File: src/rtl/camino_datos.sv
`default_nettype none
// camino_datos -- radix-2 Booth signed multiplier datapath: A/Q/M registers, status bits, product.
// Revision 1.0

module camino_datos #(
  parameter int N = 3
) (
  input  logic           clk,
  input  logic           reset,
  input  logic           CargaQ,
  input  logic           DesplazaAQ,
  input  logic           ResetA,
  input  logic           CargaA,
  input  logic           CargaM,
  input  logic           Fin,
  input  logic [N-1:0]   multiplicando,
  input  logic [N-1:0]   multiplicador,
  output logic           q0,
  output logic           qsub1,
  output logic [2*N-1:0] producto,
  output logic           listo,
  output logic           error
);

  // A carries one extra bit so A - M cannot overflow for M = -2^(N-1)
  logic [N:0]   acc;
  logic [N-1:0] q;
  logic [N-1:0] m;
  logic [N:0]   m_ext;
  logic         illegal;

  assign m_ext   = {m[N-1], m};
  assign q0      = q[0];
  assign illegal = CargaA & DesplazaAQ;

  always_ff @(posedge clk) begin
    if (reset) begin
      acc      <= '0;
      q        <= '0;
      m        <= '0;
      qsub1    <= 1'b0;
      producto <= '0;
      listo    <= 1'b0;
      error    <= 1'b0;
    end else begin
      if (CargaM)
        m <= multiplicando;

      if (ResetA) begin
        acc <= '0;
      end else if (CargaA) begin
        case ({q[0], qsub1})
          2'b01:   acc <= acc + m_ext;
          2'b10:   acc <= acc - m_ext;
          default: acc <= acc;
        endcase
      end else if (DesplazaAQ) begin
        acc <= {acc[N], acc[N:1]};
      end

      // an illegal add+shift drops the shift, so Q only moves on a clean shift
      if (CargaQ) begin
        q     <= multiplicador;
        qsub1 <= 1'b0;
      end else if (DesplazaAQ && !CargaA) begin
        q     <= {acc[0], q[N-1:1]};
        qsub1 <= q[0];
      end

      if (illegal)
        error <= 1'b1;

      if (Fin) begin
        producto <= {acc[N-1:0], q};
        listo    <= 1'b1;
      end else begin
        listo    <= 1'b0;
      end
    end
  end

endmodule

`default_nettype wire

File: config.mk
export PLATFORM = sky130hd
export DESIGN_NAME = camino_datos
export DESIGN_NICKNAME = d
export VERILOG_FILES = /design/src/rtl/camino_datos.sv
export SDC_FILE = /design/constraint.sdc
export NUM_CORES = 1
export LEC_CHECK = 0
export BUFFER_PORTS_ARGS = -buffer_cell sky130_fd_sc_hd__buf_2
export CORE_ASPECT_RATIO = 1.2
export CORE_MARGIN = 2
export CORE_UTILIZATION = 54
export DETAILED_ROUTE_END_ITERATION = 10
export GPL_TIMING_DRIVEN = 0
export PLACE_DENSITY = 0.93
export SLEW_MARGIN = 25
export SYNTH_ARGS = -nofsm -noshare
export SYNTH_HDL_FRONTEND = slang
export SYNTH_SLANG_ARGS = --single-unit
export TNS_END_PERCENT = 100
File: constraint.sdc
create_clock -name clk -period 5.42 [get_ports clk]
set_input_delay 1.084 -clock clk [delete_from_list [all_inputs] [get_ports clk]]
set_output_delay 1.084 -clock clk [all_outputs]
set_load 0.02 [all_outputs]
Word-level counts from Yosys, hierarchy flattened
Index checks and enable logic that the tools add are counted.
{"block": "totals", "elab_cells": 29, "ff_bits": 19, "input_bits": 14, "out_inout_bits": 10}
{"block": "classes", "reduce_logical": 9, "addsub": 2, "mux": 6, "n_eq_ne": 3, "bitwise": 1}
{"cell": "2-to-1 mux 3 bit", "count": 3}
{"cell": "one-hot mux 4 bit (2 select lines)", "count": 1}
{"cell": "nonzero test 2 bit", "count": 3}
{"cell": "adder 4 bit", "count": 1}
{"cell": "2-to-1 mux 4 bit", "count": 1}
{"cell": "AND reduction 2 bit", "count": 2}
{"cell": "OR reduction 2 bit", "count": 2}
{"cell": "subtractor 4 bit", "count": 1}
{"cell": "!= test 3 x 1 -> 1 bit, second input constant", "count": 1}
{"cell": "== test 2 x 1 -> 1 bit, second input constant", "count": 1}
{"cell": "== test 2 bit, second input constant", "count": 1}
{"cell": "AND 1 bit", "count": 1}
{"cell": "logical AND 1 bit", "count": 1}
{"cell": "zero test 1 bit", "count": 1}
{"cell": "2-to-1 mux 1 bit", "count": 1}

Longest topological paths before layout
Gate-level depths: netlist of the first run.
{"block": "depth", "ltp_word": 4, "depth_mapped": 10, "ltp_nobuf": 10}

Least setup slack after synthesis of the first run
No wires, ideal clock.
{"block": "synth_path", "kind": "flip-flop to flip-flop", "startpoint": "register q[0]", "endpoint": "register acc[2]", "stages_incl_launch_ff": 8, "slack_ns": 3.203, "synth_period_minus_slack_ns": 2.217, "arrival_time_ns": 2.105, "required_ns": 5.308, "n_path_buf": 0, "setup_time_ns": 0.112, "cell_sequence": "dfxtp_1 > ha_1 > mux2_2 > fa_1 > xor2_1 > nor2_1 > a21oi_1 > a2111oi_1"}
{"block": "synth_between", "elab_chain_cells": 3, "elab_cells_between_ends": 6, "cone_classes": "3 x eq/ne; 2 x mux; 1 x reduce/logical"}
{"element": "start: declaration", "line_no": "27", "rtl": "logic [N-1:0] q;"}
{"element": "start signal: assignment", "line_no": "63", "rtl": "q <= multiplicador;"}
{"element": "start signal: assignment", "line_no": "66", "rtl": "q <= {acc[0], q[N-1:1]};"}
{"element": "== test 2 bit / == test 2 x 1 -> 1 bit (equally long branches)", "line_no": "52", "rtl": "case ({q[0], qsub1})"}
{"element": "one-hot mux 4 bit (2 select lines) / != test 3 x 1 -> 1 bit (equally long branches)"}
{"element": "2-to-1 mux 4 bit / AND reduction 2 bit (equally long branches)"}
{"element": "end signal: assignment", "line_no": "53", "rtl": "2'b01: acc <= acc + m_ext;"}
{"element": "end signal: assignment", "line_no": "54", "rtl": "2'b10: acc <= acc - m_ext;"}
{"element": "end signal: assignment", "line_no": "58", "rtl": "acc <= {acc[N], acc[N:1]};"}
{"element": "end: declaration", "line_no": "26", "rtl": "logic [N:0] acc;"}
Several ways; a longest one is shown, not always the timed one. The select of a mux whose other input is x is not followed.
A chain may end at the register's enable or synchronous reset.

Worst setup path in the final report of the first run
Ends and elaborated chain as after synthesis.

==> reports/results.tsv, run 1 <==
stage	metric	value	unit
floorplanning	die_y	49.7	µm
worst_setup_path	cp_max_fo	6	
logic_synthesis	synth_edf_count	0	
finish	num-nets-final	154	
detailed_routing	ant_nets	0	
logic_synthesis	yosysSeqAreaShare	40.5	%
logic_synthesis	yosys.cell_count.top_type	nor2_1	
logic_synthesis	synthCells	106	
global_route	grt_pass1_vias	754	
place	hpwlAfterDp	1390	µm
logic_synthesis	avgSynthCellArea	8.85	µm²
floorplanning	dieArea	0.00209	mm²
worst_setup_path	path_cells	ha_1 > mux2_2 > fa_1 > xor2_1 > nor2_1 > a21oi_1 > a2111oi_1	
global_route	globalRouteOverflowTotal	0	
place	place_inst	146	
detailed_routing	routed_wl	1680	µm
detailed_routing	drc	0	
detailed_routing	drt-wirelength-per-cell	11.2	µm
worst_setup_path	worst_path_largest_cell_delay	0.45	ns
cts	clk-insertion-delay-late	0.28	ns
worst_setup_path	crit_path_start	q[0]	
cts	hold_buffers	0	
finish	fin_cells	150	
global_route	grt_pass1_wl	2930	µm
global_route	antenna_found_initial	0	
floorplanning	core	0.00164	mm²
pwr	p_per_area	248	mW/mm²
cts	cts_setup_buffers	0	
cts	cts-resized-gates	0	
place	place_congestion	0.789	
cts	clockBufferDepth	2	
timing	slew_headroom	71.0	%
cts	cts_tree	built	
pwr	ir_drop	0.000227	V
logic_synthesis	synth.distinct_cells	24	
finish	seqCellArea	380	µm²
detailed_routing	dr.pass1.iters	4	
floorplanning	die_x	42.1	µm
timing	fin_crit_sh	41.8	%
hold_path	hp-class	register to register	
worst_setup_path	slowest_stage	dfxtp_1	
cts	htreeDepth	1	
logic_synthesis	yosysTopAreaCell	dfxtp_1	
floorplanning	row_count	16	
cts	clk_pin_slew	0.09	ns
finish	final.fill_count	148	
logic_synthesis	yosys_warnings	0	
detailed_routing	dr.first_iter.drc_count	6	
cts	clkSinkCount	19	
timing	drv_slew	0	
worst_setup_path	start_kind	register	
worst_setup_path	worstPathRequired	5.60	ns
finish	multi_input_comb_area	509	µm²
logic_synthesis	netlist_area	938	µm²
timing	min_period	2.27	ns
detailed_routing	routed_via_density	5.23	
worst_setup_path	cp_num_buf_inv	0	
timing	max_freq	441	MHz
logic_synthesis	synth_ff_type	dfxtp_1	
logic_synthesis	async_flop_share	0	%
worst_setup_path	worst_ep_arrival_time	2.45	ns
cts	root_buffer	clkbuf_4	
timing	setup_viol	0	
worst_setup_path	regToRegStartpoint	q[0]	
timing	final_hold_viol_count	0	
finish	fin_util	66.8	%
logic_synthesis	syn-num-nets	127	
worst_setup_path	endpoint_kind	register	
timing	rsz0062_at_grt	false	
worst_setup_path	worstSetupPathType	register to register	
timing	finClkSkew	0.00117	ns
finish	areaGrowthSynthToFinish	16.9	%
run	maxCapViolations	0	
timing	final.setup.tns	0	ns
worst_setup_path	crit_family	adder cells	
finish	drive_gt1_share	22.0	%
global_route	grt_use_total	17.6	%
logic_synthesis	synthTopCellsByCount	nor2_1 (26), dfxtp_1 (19), mux2i_1 (12)	
cts	cts_made_buffers	3	
place	portBuffers	22	
run_status	status	finished clean	
logic_synthesis	ys_seq_elements	19	
finish	num_antenna_cells	0	
logic_synthesis	yosysTopAreaCellShare	40.5	%
floorplanning	initial_core_util	57.2	%
global_route	grt_max_degree	11	
detailed_routing	num_vias	784	
hold_path	min_from	error	
pwr	power_leakage	0.509	nW
timing	worst_slew_pin_slew	0.436	ns
logic_synthesis	ys_top_cells_by_area	dfxtp_1 (41%), mux2i_1 (13%), nor2_1 (10%)	
floorplanning	io_pins	24	
[state kept, by name, indices dropped and copies added (netlist names)]
| signal | flops |
|---|---|
| listo | 1 |
| error | 1 |
| producto | 6 |
| acc | 4 |
| qsub1 | 1 |
| m | 3 |
| q | 3 |
[cell families (layout without fill, tap and decap cells)]
family,Yosys count,in the layout,synth area share (%)
and+or+nand+nor,36,36,16.4
buffers and inverters,12,38,5.20
DFF,19,19,40.5
adders and majority gates,7,7,10.1
AOI/OAI and AO/OA,16,16,10.9
muxes,13,13,14.0
xor gates and xnor gates,3,3,2.80
[placed cells by master, fill, tap and decap left out, types with 2 or more instances in the layout]
cell / n
nor2_1: 26
buf_2: 22
dfxtp_1: 19
mux2i_1: 12
a21oi_1: 10
inv_1: 8
ha_1: 6
clkbuf_1: 4
nor2b_1: 3
nor3_1: 3
clkbuf_4: 3
xnor2_1: 2
[final cells by class]
cell class	instances	area share (%)
inverter	8	2.74
clock buffer	4	2.39
tap	18	2.05
multi-input combinational	75	46.4
timing repair buffer	22	10.0
sequential	19	34.7
buffer	4	1.71
[power breakdown]
part / leakage [nW] / switching (mW) / total (mW) / internal (mW)
logic: 0.339 / 0.0300 / 0.0557 / 0.0257
registers: 0.155 / 0.00454 / 0.150 / 0.145
clock network: 0.0150 / 0.0381 / 0.0667 / 0.0286
[worst paths after layout]
| check | slack (ns) | endpoint | depth (start not counted) |
|---|---|---|---|
| worst max-delay path | 3.15 | acc[2] | 7 |
| worst min-delay path | 0.48 | error | 2 |
| worst max register to register | 3.15 | acc[2] | 7 |
| worst min register to register | 0.48 | error | 2 |
[metal layers]
metal	track usage, %	part of all wire [%]	vias to the layer above
li1	-	-	404
met1	21.1	46	361
met2	32.3	50	17
met3	2.56	3.3	2
met4	4.69	0.95	0
met5	0	0	-
[worst register-to-register path, stage by stage, from the launching register on]
cell and delay [ns]:
dfxtp_1 0.45, ha_1 0.26, mux2_2 0.38, fa_1 0.42, xor2_1 0.16, nor2_1 0.09, a21oi_1 0.05, a2111oi_1 0.35
[metrics by stage]
step / hold WS, ns / instance area (µm²) / worst slack, ns / total power [mW]
3_3_place_gp: 0.448 / 1070 / 3.19 / 0.206
2_1_floorplan: 0.461 / 938 / 3.20 / 0.193
4_1_cts: 0.492 / 1100 / 3.15 / 0.276
5_1_grt: 0.533 / 1100 / 2.96 / 0.289
6_report: 0.484 / 1100 / 3.15 / 0.272
3_5_place_dp: 0.469 / 1070 / 3.17 / 0.209
Note: power is estimated with default switching activity, not from simulation.
==> run 2, diff against run 1 <==
--- a/config.mk
+++ b/config.mk
@@ -5,13 +5,14 @@
 export SDC_FILE = /design/constraint.sdc
 export NUM_CORES = 1
 export LEC_CHECK = 0
+export ABC_AREA = 1
 export BUFFER_PORTS_ARGS = -buffer_cell sky130_fd_sc_hd__buf_2
 export CORE_ASPECT_RATIO = 1.2
 export CORE_MARGIN = 2
-export CORE_UTILIZATION = 54
+export CORE_UTILIZATION = 46
 export DETAILED_ROUTE_END_ITERATION = 10
 export GPL_TIMING_DRIVEN = 0
-export PLACE_DENSITY = 0.93
+export PLACE_DENSITY = 0.85
 export SLEW_MARGIN = 25
 export SYNTH_ARGS = -nofsm -noshare
 export SYNTH_HDL_FRONTEND = slang
==> constraint.sdc (replaced) <==
create_clock -name clk -period 1.9 [get_ports clk]
set_input_delay 0.38 -clock clk [delete_from_list [all_inputs] [get_ports clk]]
set_output_delay 0.38 -clock clk [all_outputs]
set_load 0.02 [all_outputs]
==> run 2 against run 1 <==
Via count grew 28%. Fmax grew 26%. Critical endpoint is now acc[1]. Non-clock buffer count grew 1. Highest routed layer unchanged. Sequential power grew to 2.9 times the previous value. Die area grew 22%. Area after synthesis grew 5.7%. Count of clock-buffer cells in the layout shrank 1.
==> reports/results.tsv, run 2 <==
stage	metric	value	unit	change
run_status	status	finished clean		unchanged
hold_path	hp-class	input pin to register		was register to register
timing	min_period	1.80	ns	was 2.27 ns
finish	post-route-cell-area	0.00128	mm²	was 0.00110 mm²
detailed_routing	drt-wirelength-per-cell	12.3	µm	was 11.2 µm
logic_synthesis	async_flop_share	0	%	unchanged
logic_synthesis	syn-num-nets	159		was 127
worst_setup_path	cp_max_fo	6		unchanged
logic_synthesis	synth_ff_type	dfxtp_1		unchanged
logic_synthesis	yosysTopAreaCell	dfxtp_1		unchanged
finish	largest_register_ffs	6		unchanged
detailed_routing	drc	0		unchanged
finish	fin_util	62.5	%	was 66.8%
global_route	antenna_found_initial	0		unchanged
detailed_routing	ant_nets	0		unchanged
place	post_dp_cell_area	0.00114	mm²	was 0.00107 mm²
timing	final_hold_viol_count	0		unchanged
worst_setup_path	reg2reg_depth	8		was 7
finish	regMostFlops	producto		unchanged
logic_synthesis	yosys_warnings	0		unchanged
finish	final_common_cell	buf_2		was nor2_1
timing	slew_headroom	76.5	%	was 71.0%
worst_setup_path	start_kind	register		unchanged
logic_synthesis	ys_top_cells_by_area	dfxtp_1 (38%), nand2_1 (11%), ha_1 (7.6%)		was dfxtp_1 (41%), mux2i_1 (13%), nor2_1 (10%)
finish	seqCellArea	388	µm²	was 380 µm²
floorplanning	core	0.00205	mm²	was 0.00164 mm²
logic_synthesis	synthCells	138		was 106
pwr	p_int	0.612	mW	was 0.199 mW
cts	cts_tree	built		unchanged
timing	worst_slew_pin_slew	0.353	ns	was 0.436 ns
global_route	grt_max_degree	12		was 11
logic_synthesis	netlist_area	992	µm²	was 938 µm²
place	portBuffers	21		was 22
finish	areaGrowthSynthToFinish	29.0	%	was 16.9%
logic_synthesis	synth_edf_count	0		unchanged
floorplanning	die_x	46.4	µm	was 42.1 µm
pwr	ir_drop	0.000515	V	was 0.000227 V
detailed_routing	routed_wl	2390	µm	was 1680 µm
worst_setup_path	worst_ep_arrival_time	1.99	ns	was 2.45 ns
worst_setup_path	endpoint_kind	register		unchanged
timing	max_freq	554	MHz	was 441 MHz
timing	finClkSkew	0.00434	ns	was 0.00117 ns
logic_synthesis	synth.distinct_cells	23		was 24
logic_synthesis	yosysTopAreaCellShare	38.3	%	was 40.5%
pwr	p_seq_share	48.8	%	was 55.0%
logic_synthesis	avgSynthCellArea	7.19	µm²	was 8.85 µm²
pwr	switching_share	32.1	%	was 26.7%
logic_synthesis	synthTopCellsByCount	nand2_1 (28), dfxtp_1 (19), nor2_1 (19)		was nor2_1 (26), dfxtp_1 (19), mux2i_1 (12)
global_route	grt_pass1_wl	3440	µm	was 2930 µm
pwr	p_per_area	704	mW/mm²	was 248 mW/mm²
logic_synthesis	ys_seq_elements	19		unchanged
detailed_routing	dr.first_iter.drc_count	36		was 6
pwr	p_clk_share	22.3	%	was 24.5%
place	place_congestion	0.875		was 0.789
logic_synthesis	yosys.cell_count.top_type	nand2_1		was nor2_1
cts	hold_buffers	0		unchanged
cts	clk_pin_slew	0.11	ns	was 0.09 ns
global_route	globalRouteOverflowTotal	0		unchanged
floorplanning	die_y	54.9	µm	was 49.7 µm
finish	multi_input_comb_area	593	µm²	was 509 µm²
cts	cts_made_buffers	3		unchanged
detailed_routing	routed_via_density	5.14		was 5.23
cts	clkSinkCount	19		unchanged
floorplanning	dieArea	0.00255	mm²	was 0.00209 mm²
global_route	grt_use_total	18.4	%	was 17.6%
pwr	p_total	0.901	mW	was 0.272 mW
pwr	power_leakage	0.567	nW	was 0.509 nW
detailed_routing	dr.pass1.iters	4		unchanged
global_route	grt_pass1_vias	875		was 754
timing	drv_slew	0		unchanged
cts	htreeDepth	1		unchanged
floorplanning	io_pins	24		unchanged
place	hpwlAfterDp	1660	µm	was 1390 µm
cts	root_buffer	clkbuf_4		unchanged
logic_synthesis	yosysSeqAreaShare	38.3	%	was 40.5%
timing	fin_crit_sh	94.9	%	was 41.8%
finish	most-common-layout-cells	buf_2 (23), nand2_1 (21), nor2_1 (18)		was nor2_1 (26), buf_2 (22), dfxtp_1 (19)
detailed_routing	num_vias	1003		was 784
cts	clk-insertion-delay-late	0.29	ns	was 0.28 ns
timing	setup_viol	0		unchanged
finish	top_regs	producto (6), acc (4)		unchanged
finish	num_antenna_cells	0		unchanged
run	maxCapViolations	0		unchanged
floorplanning	initial_core_util	48.4	%	was 57.2%
worst_setup_path	worstPathRequired	2.09	ns	was 5.60 ns
finish	drive_gt1_share	37.0	%	was 22.0%
worst_setup_path	worstSetupPathType	register to register		unchanged
finish	final.fill_count	157		was 148
pwr	power_frac_comb	28.9	%	was 20.5%
hold_path	worstHoldPathCells	2		unchanged
worst_setup_path	r2r_slack	0.1	ns	was 3.15 ns
cts	clockBufferDepth	2		unchanged
finish	num-nets-final	187		was 154
pwr	switchingPower	0.290	mW	was 0.0726 mW
floorplanning	row_count	18		was 16
## run 2: cell types whose count changed after synthesis, moves of 3 or more
cell / change
nor2b_1: -3
nand3_1: +5
a211oi_1: +9
inv_2: +4
nor2_2: +3
a21oi_1: -5
nand2_1: +27
mux2i_1: -12
nor2_1: -7
o21ai_1: +3
inv_1: +10
## run 2: worst max-delay path: stages (launching register included)
cell and delay [ns]:
dfxtp_2 0.38, inv_2 0.05, ha_4 0.19, nand2_1 0.13, o21ai_4 0.08, fa_1 0.52, nor2_1 0.05, a211oi_1 0.24
nor2_1 0.06
## run 2: final cells by class
| type | count | area share, % |
|---|---|---|
| Buffer | 4 | 1.66 |
| Clock buffer | 3 | 1.76 |
| Clock inverter | 1 | 0.391 |
| Inverter | 22 | 7.23 |
| Multi-Input combinational cell | 93 | 46.3 |
| Sequential cell | 19 | 30.3 |
| Tap cell | 30 | 2.93 |
| Timing Repair Buffer | 23 | 9.38 |
## run 2: power by group through the flow
stage          combinational [mW]  sequential, mW  clock [mW]
3_5_place_dp                0.200           0.444           0
5_1_grt                     0.286           0.443       0.223
4_1_cts                     0.207           0.436       0.206
6_report                    0.260           0.440       0.201
3_3_place_gp                0.190           0.444           0
2_1_floorplan               0.133           0.455           0
## run 2: cell families after synthesis
| logic type | Yosys count | synth area share (%) |
|---|---|---|
| AND/OR/NAND/NOR | 61 | 25.7 |
| XOR/XNOR | 1 | 0.883 |
| AO/OA/AOI/OAI | 24 | 15.0 |
| flip-flops | 19 | 38.3 |
| adder cells (fa/ha/maj) | 7 | 9.58 |
| buffers and inverters | 26 | 10.5 |
## run 2: timing repair
action	4_1_cts	5_1_grt
pin swaps	1	12
buffers inserted	1	1
endpoints found under the hold margin	0	0
resized for setup	3	27
endpoints found under the setup margin	1	3
## run 2: metrics by stage
step                setup slack, ns  setup TNS [ns]  hold slack [ns]  cells
finish                       0.0961               0            0.305    195
global route                -0.0368         -0.0368            0.306    195
CTS                         0.00432               0            0.307    194
detailed placement          -0.0467         -0.0467            0.455    189
global placement             0.0224               0            0.447    189
floorplan                    0.0108               0            0.451    138
## run 2: metal layers
metal | share of wire, % | vias to the layer above | routed length [µm] | global-route usage [%]
li1 | - | 506 | - | -
met1 | 41 | 462 | 982 | 20.7
met2 | 54 | 29 | 1290 | 34.5
met3 | 3.5 | 6 | 84 | 2.31
met4 | 1.5 | 0 | 37 | 6.67
met5 | 0 | - | 0 | 0
## run 2: path summary, 6_finish.rpt
| path | to | start |
|---|---|---|
| setup / recovery | acc[1] | qsub1 |
| hold / removal | qsub1 | CargaQ |
| setup reg to reg | acc[1] | qsub1 |
| hold reg to reg | producto[1] | producto[1] |
